===== src/rtl/instr_fetch_unit.sv =====
// Instruction fetch stage: owns the PC, keeps one memory request in flight and
// hands each instruction to decode through a one-entry valid/ready buffer.
module instr_fetch_unit #(
   parameter int          ADDR_W   = 13,
   parameter int          INSTR_W  = 16,
   parameter int unsigned RESET_PC = 0
) (
   input  logic               clk,
   input  logic               reset,
   output logic               imem_req,
   output logic [ADDR_W-1:0]  imem_addr,
   input  logic               imem_gnt,
   input  logic               imem_rvalid,
   input  logic [INSTR_W-1:0] imem_rdata,
   input  logic               redirect,
   input  logic [ADDR_W-1:0]  redirect_pc,
   output logic               id_valid,
   input  logic               id_ready,
   output logic [INSTR_W-1:0] id_instr,
   output logic [ADDR_W-1:0]  id_pc,
   output logic [ADDR_W-1:0]  id_pc_plus1,
   output logic [5:0]         id_opcode
);

   typedef enum logic [1:0] {
      S_FETCH   = 2'd0,
      S_WAIT    = 2'd1,
      S_DISCARD = 2'd2
   } state_t;

   state_t               r_state;
   logic [ADDR_W-1:0]    r_pc;
   logic [ADDR_W-1:0]    r_req_pc;
   logic                 r_id_valid;
   logic [INSTR_W-1:0]   r_id_instr;
   logic [ADDR_W-1:0]    r_id_pc;
   logic [5:0]           r_id_opcode;

   logic                 w_slot_free;
   logic                 w_req;
   logic                 w_capture;

   // A request is only issued when the buffer will be empty by the time its
   // response lands, so WAIT never coexists with a full buffer.
   assign w_slot_free = !r_id_valid || id_ready;
   assign w_req       = (r_state == S_FETCH) && w_slot_free && !redirect && !reset;
   assign w_capture   = (r_state == S_WAIT) && imem_rvalid && !redirect;

   // NOTE: state registers use non-blocking (<=) assignments so every flop
   // samples the pre-edge values, independent of statement order.
   always_ff @(posedge clk) begin
      if (reset) begin
         r_state     <= S_FETCH;
         r_pc        <= ADDR_W'(RESET_PC);
         r_req_pc    <= '0;
         r_id_valid  <= 1'b0;
         r_id_instr  <= '0;
         r_id_pc     <= '0;
         r_id_opcode <= '0;
      end else if (redirect) begin
         // Flush: the buffer is emptied and any in-flight response is marked
         // for dropping; the state only leaves DISCARD once that response lands.
         r_pc       <= redirect_pc;
         r_id_valid <= 1'b0;
         case (r_state)
            S_FETCH:   r_state <= S_FETCH;
            S_WAIT:    r_state <= imem_rvalid ? S_FETCH : S_DISCARD;
            S_DISCARD: r_state <= imem_rvalid ? S_FETCH : S_DISCARD;
            default:   r_state <= S_FETCH;
         endcase
      end else begin
         case (r_state)
            S_FETCH: begin
               if (w_req && imem_gnt) begin
                  r_req_pc <= r_pc;
                  r_pc     <= r_pc + ADDR_W'(1);
                  r_state  <= S_WAIT;
               end
            end
            S_WAIT: begin
               if (imem_rvalid) begin
                  r_id_instr  <= imem_rdata;
                  r_id_pc     <= r_req_pc;
                  r_id_opcode <= {3'b000, imem_rdata[INSTR_W-1 -: 3]};
                  r_state     <= S_FETCH;
               end
            end
            S_DISCARD: begin
               if (imem_rvalid) begin
                  r_state <= S_FETCH;
               end
            end
            default: r_state <= S_FETCH;
         endcase

         if (w_capture) begin
            r_id_valid <= 1'b1;
         end else if (r_id_valid && id_ready) begin
            r_id_valid <= 1'b0;
         end
      end
   end

   assign imem_req    = w_req;
   assign imem_addr   = r_pc;
   assign id_valid    = r_id_valid;
   assign id_instr    = r_id_instr;
   assign id_pc       = r_id_pc;
   assign id_pc_plus1 = r_id_pc + ADDR_W'(1);
   assign id_opcode   = r_id_opcode;

endmodule


===== config.mk =====
export PLATFORM = sky130hd
export DESIGN_NAME = instr_fetch_unit
export DESIGN_NICKNAME = d
export VERILOG_FILES = /design/src/rtl/instr_fetch_unit.sv
export SDC_FILE = /design/constraint.sdc
export NUM_CORES = 1
export LEC_CHECK = 0
export CAP_MARGIN = 20
export CORE_AREA = 2 2 97 99
export CTS_CLUSTER_DIAMETER = 200
export DETAILED_ROUTE_END_ITERATION = 10
export DIE_AREA = 0 0 99 101
export PLACE_DENSITY_LB_ADDON = 0.08
export SLEW_MARGIN = 20
export SYNTH_ARGS = -nofsm -noshare
export SYNTH_HDL_FRONTEND = slang
export SYNTH_SLANG_ARGS = --single-unit

===== constraint.sdc =====
create_clock -name clk -period 1.9 [get_ports clk]
set_input_delay 0.57 -clock clk [delete_from_list [all_inputs] [get_ports clk]]
set_output_delay 0.57 -clock clk [all_outputs]
set_load 0.005 [all_outputs]

==> impl_results.md, run 1 <==
* Setup_tns at -0.7009 ns
* Top cells by area, synth: dfxtp_1 (44%), nand2_1 (13%), a21oi_1 (6.8%)
* Final hold vios at 0
* Status: finished with violations
* I/O pin total at 98
* CTS tree: built
* Die area at between 9000 and 10000 um^2
* CP required at 1.33 ns
* EDFF count, synth at 0
* Final slew viol count at 0
* RSZ-0062 raised after global routing: yes
* Cell Area, Synth at 2649 um^2
* Starting DRC count in detailed routing at 86
* Dpl ws at -0.5162 ns
* Hold_buf cts at 0
* Initial antenna violation count at 0
* Die height at 101 um
* Top-count cell post-synth: nand2_1
* Core area at 8977 um^2
* CTS H-tree depth at 3
* Seq/Total Area, Yosys at 43.84%
* Max transition margin at between 60% and 70%
* Via-to-Cell Ratio at around 4.6
* DRT antenna net count at 0
* Final Skew at approximately 0.0076 ns
* Maxcap violations at 0
* Clock root cell: clkbuf_8
* Fillers at 890
* Syn avg cell area at 8.051 um^2
* Starting density of the core at 29.51%
* Pwr Total at 0.002621 W
* P_leak at roughly 1.7 nW
* RePlAce Congestion at 0.7767
* Clock buffer depth at 2
* Yosys top cell area share at about 44%
* Mapped Cells at 329
* Number of global-route vias before repair at between 2000 and 2500
* First-pass DRT Iterations at 4
* Ys async rst share at 0%
* Most instantiated cells after synthesis: nand2_1 (92), dfxtp_1 (58), a21oi_1 (36)
* Flops & latches, synth at 58
* Cell Count, Final, Fillers Out at 581
* Core Rows at 35
* Share of layout cells above drive strength 1 at 27.23%
* Cts bufs inserted at 9
* Min Tclk post-route at ~2.1 ns
* Tot GR Track Use at between 10% and 20%
* Routed WL at 7.493 mm
* IO buf count at 94
* Vias at 2664
* Library cells used by synthesis at 47
* Layout Area Growth over Synthesis at 63.34%
* Setup Crit Path Kind: flip-flop to output pin
* Clk Latency, worst-skew pair at 0.33 ns
* Final worst slack at -0.1864 ns
* Largest net degree at the start of global routing at 30
* Clk slew on worst S/H paths at 0.06 ns
* HPWL after DPL at 5.332 mm
* Grt total ovfl at 0
* Placed insts at 557
* Routed WL per cell at about 13 um
* Util after Layout at 48.20%
* Slew @ Worst Pin at 0.5224 ns
* CP arrival at 1.52 ns
* Yosys warning total at 0
* Diodes inserted at 0
* Die width at around 100 um
* CTS sink count at 58
* HP Class: flip-flop to flip-flop
* Ys flop type: dfxtp_1
* Drc violations at 0
* Crit end category: output pin
* Worst vdd ir at around 310 uV
* Achievable frequency at 479.3 MHz
* Worst setup SP type: flip-flop
* Pwr dens at a little over 600 nW/um^2
* Synth area leader: dfxtp_1
* Setup-failing EPs final at 6
* Violated checks: negative setup slack
* Final period util at 109.8%
* Fin nets at roughly 500
* Worst Path Max Fanout at 4
* First-pass GRT wire length at 11.85 mm
## report_power, final
| part | leakage [nW] | internal (W) | total, W | switching (W) |
|---|---|---|---|---|
| Clock | 0.0965 | 0.000578 | 0.00106 | 0.000479 |
| Combinational | 1.17 | 0.000171 | 0.000287 | 0.000116 |
| Sequential | 0.479 | 0.00125 | 0.00128 | 0.0000296 |
| Total | 1.75 | 0.00200 | 0.00262 | 0.000625 |
## final timing paths
check,from,endpoint,slack [ns],cells after the start
worst min-delay path,r_req_pc[8],id_pc[8],0.45,2
worst min register to register,r_req_pc[8],id_pc[8],0.45,2
worst max-delay path,id_pc[1],id_pc_plus1[12],-0.19,6
worst max register to register,r_state[0],imem_addr[7],0.22,8
## layout by cell type (no fill, tap or decap), drive strengths merged, types with 2 or more instances in the layout
cell type,instances
nand2b,2
nor3,8
a211oi,2
a31oi,5
buf,66
dlygate4sd2,7
clkdlybuf4s50,70
dfxtp,58
clkbuf,15
nor2b,2
nor2,10
o2111a,2
nor4,3
mux2i,3
nand4,7
conb,3
xor2,5
a31o,3
dlymetal6s2s,4
a311o,2
a21oi,36
clkinv,2
xnor2,7
o21ai,10
nand3,12
inv,8
and3,6
nand2,93
and4,2
ha,4
## through the flow
stage	cell area (um^2)	hold slack [ns]
after floorplan	2656	0.4321
after global placement	4011	0.4421
after detailed placement	4011	0.4464
after CTS	4258	0.4477
after global routing	4327	0.4713
final	4327	0.4459
## layout make-up
class | instances | area (um^2) | area share [%]
Clock buffer | 14 | 172.7 | 3.991
Clock inverter | 2 | 10.01 | 0.2313
Inverter | 8 | 30.03 | 0.6940
Multi-Input combinational cell | 239 | 1415 | 32.71
Sequential cell | 58 | 1187 | 27.44
Tap cell | 111 | 138.9 | 3.210
Timing Repair Buffer | 149 | 1373 | 31.72
## metal layers
layer / up-vias / part of all wire (%) / track usage, %
li1: 1395 / - / -
met3: 6 / 6.0 / 3.467
met4: 0 / 1.2 / 6.322
met1: 1183 / 48 / 19.61
met5: - / 0 / 0
met2: 80 / 45 / 23.34
## state kept, by name (all words and copies together), names as in the netlist
signal / cells
id_instr: 16
id_pc: 13
imem_addr: 13
r_req_pc: 13
r_state: 2
id_valid: 1
## cells by family after synthesis
logic type / share of synthesized area (%)
adder cells (fa/ha/maj): 1.890
AO/OA/AOI/OAI: 15.54
AND/OR/NAND/NOR: 26.55
multiplexers: 1.559
flip-flops: 43.84
other: 0.1416
buffers and inverters: 6.519
XOR/XNOR: 3.968
## worst max-delay path: stages (launching register included)
cell	delay, ns
dfxtp_2	0.36
ha_4	0.14
and4_4	0.23
nand2_1	0.07
nor2_2	0.11
xor2_1	0.15
buf_2	0.13
## what timing repair did
action                     4_1_cts  5_1_grt
pin swaps                       14        7
setup buffers                    5        3
setup endpoints to repair       29       21
gates resized for setup         84       20
Note: power is estimated with default switching activity, not from simulation.
==> inputs of run 2 (changes only) <==
- PLACE_DENSITY: not set -> 0.58
- PLACE_DENSITY_LB_ADDON: 0.08 -> not set
- REMOVE_ABC_BUFFERS: not set -> 1
- clock period: 1.9 -> 2.36 ns (I/O delays scaled with it)
==> run 2 against run 1 <==
The flow now finishes without violations; critical endpoint unchanged; sequential share of layout area grew 1.3 points; first-iteration DRC count grew 12%; non-clock buffer count shrank 24; largest power group unchanged; worst hold slack gained 0.0066 ns.
==> impl_results.md, run 2 (synthesis results as in run 1) <==
* Placed insts at 540 (was 557)
* Cell area after layout at 4060 um^2 (was 4327 um^2)
* Crit end category: output pin (unchanged)
* R2R setup slack at 0.53 ns (was 0.22 ns)
* Core Rows at 35 (unchanged)
* Share of layout cells above drive strength 1 at 17.49% (was 27.23%)
* Post-Place Cell Area at 3859 um^2 (was 4011 um^2)
* Grt total ovfl at 0 (unchanged)
* Worst Path Max Fanout at 3 (was 4)
* CTS H-tree depth at 3 (unchanged)
* Clk slew on worst S/H paths at 0.06 ns (about the same)
* Status: complete, no violations (was finished with violations)
* Maxcap violations at 0 (unchanged)
* Clock root cell: clkbuf_8 (unchanged)
* Cell Count, Final, Fillers Out at 557 (was 581)
* Max reg flops at 16 (unchanged)
* Initial antenna violation count at 0 (unchanged)
* Min Tclk post-route at 2.270 ns
* Hold_buf cts at 0 (unchanged)
* Tot GR Track Use at 14.85% (was 14.87%)
* First-pass DRT Iterations at 4 (unchanged)
* Fin nets at 480 (was 504)
* Routed WL at 7.343 mm (was 7.493 mm)
* Slew @ Worst Pin at 0.7975 ns (was 0.5224 ns)
* Vias at 2581 (was 2664)
* Die area at 9999 um^2 (unchanged)
* Largest net degree at the start of global routing at 30 (unchanged)
* Final Skew at 0.006603 ns (was 0.007577 ns)
* Final period util at 96.18%
* IO buf count at 94 (unchanged)
* I/O pin total at 98 (unchanged)
* Fillers at 921 (was 890)
* Via-to-Cell Ratio at 4.634 (was 4.585)
* CTS sink count at 58 (unchanged)
* CP arrival at 1.56 ns (was 1.52 ns)
* HP Class: flip-flop to flip-flop (unchanged)
* Diodes inserted at 0 (unchanged)
* P_leak at 1.517 nW (was 1.747 nW)
* Final slew viol count at 0 (unchanged)
* Most common library cell in the layout ignoring fill and taps: nand2_1 (unchanged)
* Crit-path cells: ha_2, and4_4, nand2_1, nor2_1, xor2_1, buf_2 (was ha_4, and4_4, nand2_1, nor2_2, xor2_1, buf_2)
* Max transition margin at 46.73% (was 65.10%)
* HPWL after DPL at 5.465 mm (was 5.332 mm)
* CTS tree: built (unchanged)
* Pwr dens at 501.6 nW/um^2 (was 605.8 nW/um^2)
* DRT antenna net count at 0 (unchanged)
* Clock buffer depth at 2 (unchanged)
* Setup-failing EPs final at 0 (was 6)
* Final hold vios at 0 (unchanged)
* Die height at 101 um (unchanged)
* RSZ-0062 raised after global routing: no (was yes)
* Worst setup SP type: flip-flop (unchanged)
* CP peak stage delay at 0.33 ns (was 0.36 ns)
* Routed WL per cell at 13.18 um (was 12.90 um)
* Worst vdd ir at 222.0 uV (was 310.3 uV)
* Most frequent cells in the layout: nand2_1 (92), clkdlybuf4s50_1 (79), dfxtp_1 (53) (was nand2_1 (90), clkdlybuf4s50_1 (70), buf_4 (46))
* Die width at 99 um (unchanged)
* Drc violations at 0 (unchanged)
* RePlAce Congestion at 0.8301 (was 0.7767)
* Cts bufs inserted at 9 (unchanged)
* Setup Crit Path Kind: flip-flop to output pin (unchanged)
* Starting density of the core at 29.51% (unchanged)
* First-pass GRT wire length at 11.83 mm (was 11.85 mm)
* Clk Latency, worst-skew pair at 0.34 ns (was 0.33 ns)
* Crit path max-delay cell type: dfxtp_2 (unchanged)
* Starting DRC count in detailed routing at 96 (was 86)
* Achievable frequency at about 440 MHz
* Core area at 8977 um^2 (unchanged)
* Layout Area Growth over Synthesis at 53.28% (was 63.34%)
* CP required at 1.65 ns (was 1.33 ns)
* Number of global-route vias before repair at 2470 (was 2489)
run 2: final cells by class:
type | count | area, um^2 | area share (%)
well taps | 111 | 138.9 | 3.421
repair buffers | 125 | 1177 | 29.00
clock inverters | 5 | 30.03 | 0.7396
clock buffers | 11 | 141.4 | 3.482
flip-flops and latches | 58 | 1167 | 28.75
multi-input cells | 239 | 1375 | 33.87
inverters | 8 | 30.03 | 0.7396
run 2: routing by layer:
layer | track usage, % | wire (um) | vias to the layer above
met5 | 0 | 0 | -
met4 | 8.114 | 79 | 0
met3 | 2.913 | 325 | 6
met2 | 24.12 | 3632 | 65
met1 | 18.54 | 3306 | 1164
li1 | - | - | 1346
run 2: metrics by stage:
step | utilization, % | TNS (ns) | power (W) | worst slack (ns) | hold slack (ns)
2_1_floorplan | - | 0 | 0.001111 | 0.3830 | 0.4260
3_3_place_gp | 42.98 | -4.702 | 0.001264 | -0.3729 | 0.4418
3_5_place_dp | 42.98 | -4.551 | 0.001266 | -0.3405 | 0.4465
4_1_cts | 45.31 | -0.02778 | 0.002067 | -0.02778 | 0.4556
5_1_grt | 45.23 | 0 | 0.002133 | 0.005217 | 0.4742
6_report | 45.23 | 0 | 0.002037 | 0.09020 | 0.4525
run 2: power breakdown:
| group | switching [W] | internal [W] |
|---|---|---|
| sequential | 0.0000296 | 0.00100 |
| clock | 0.000392 | 0.000403 |
| combinational | 0.0000850 | 0.000124 |
| total | 0.000507 | 0.00153 |
run 2: worst max-delay path: cells and delay by family (launching register included):
kind | cells | cell delay (ns)
AND/OR/NAND/NOR | 3 | 0.43
flip-flops | 1 | 0.33
adder cells (fa/ha/maj) | 1 | 0.17
XOR/XNOR | 1 | 0.15
buffers and inverters | 1 | 0.13
run 2: what timing repair did:
item,4_1_cts,5_1_grt
setup endpoints to repair,11,5
pin swaps,3,2
gates resized for setup,34,9
buffers inserted,1,0
run 2: worst paths after layout:
kind          startpoint              end  cells after the start
min reg2reg  r_req_pc[2]         id_pc[2]                      2
max             id_pc[0]  id_pc_plus1[12]                      6
min          r_req_pc[2]         id_pc[2]                      2
max reg2reg     id_valid     imem_addr[6]                      4
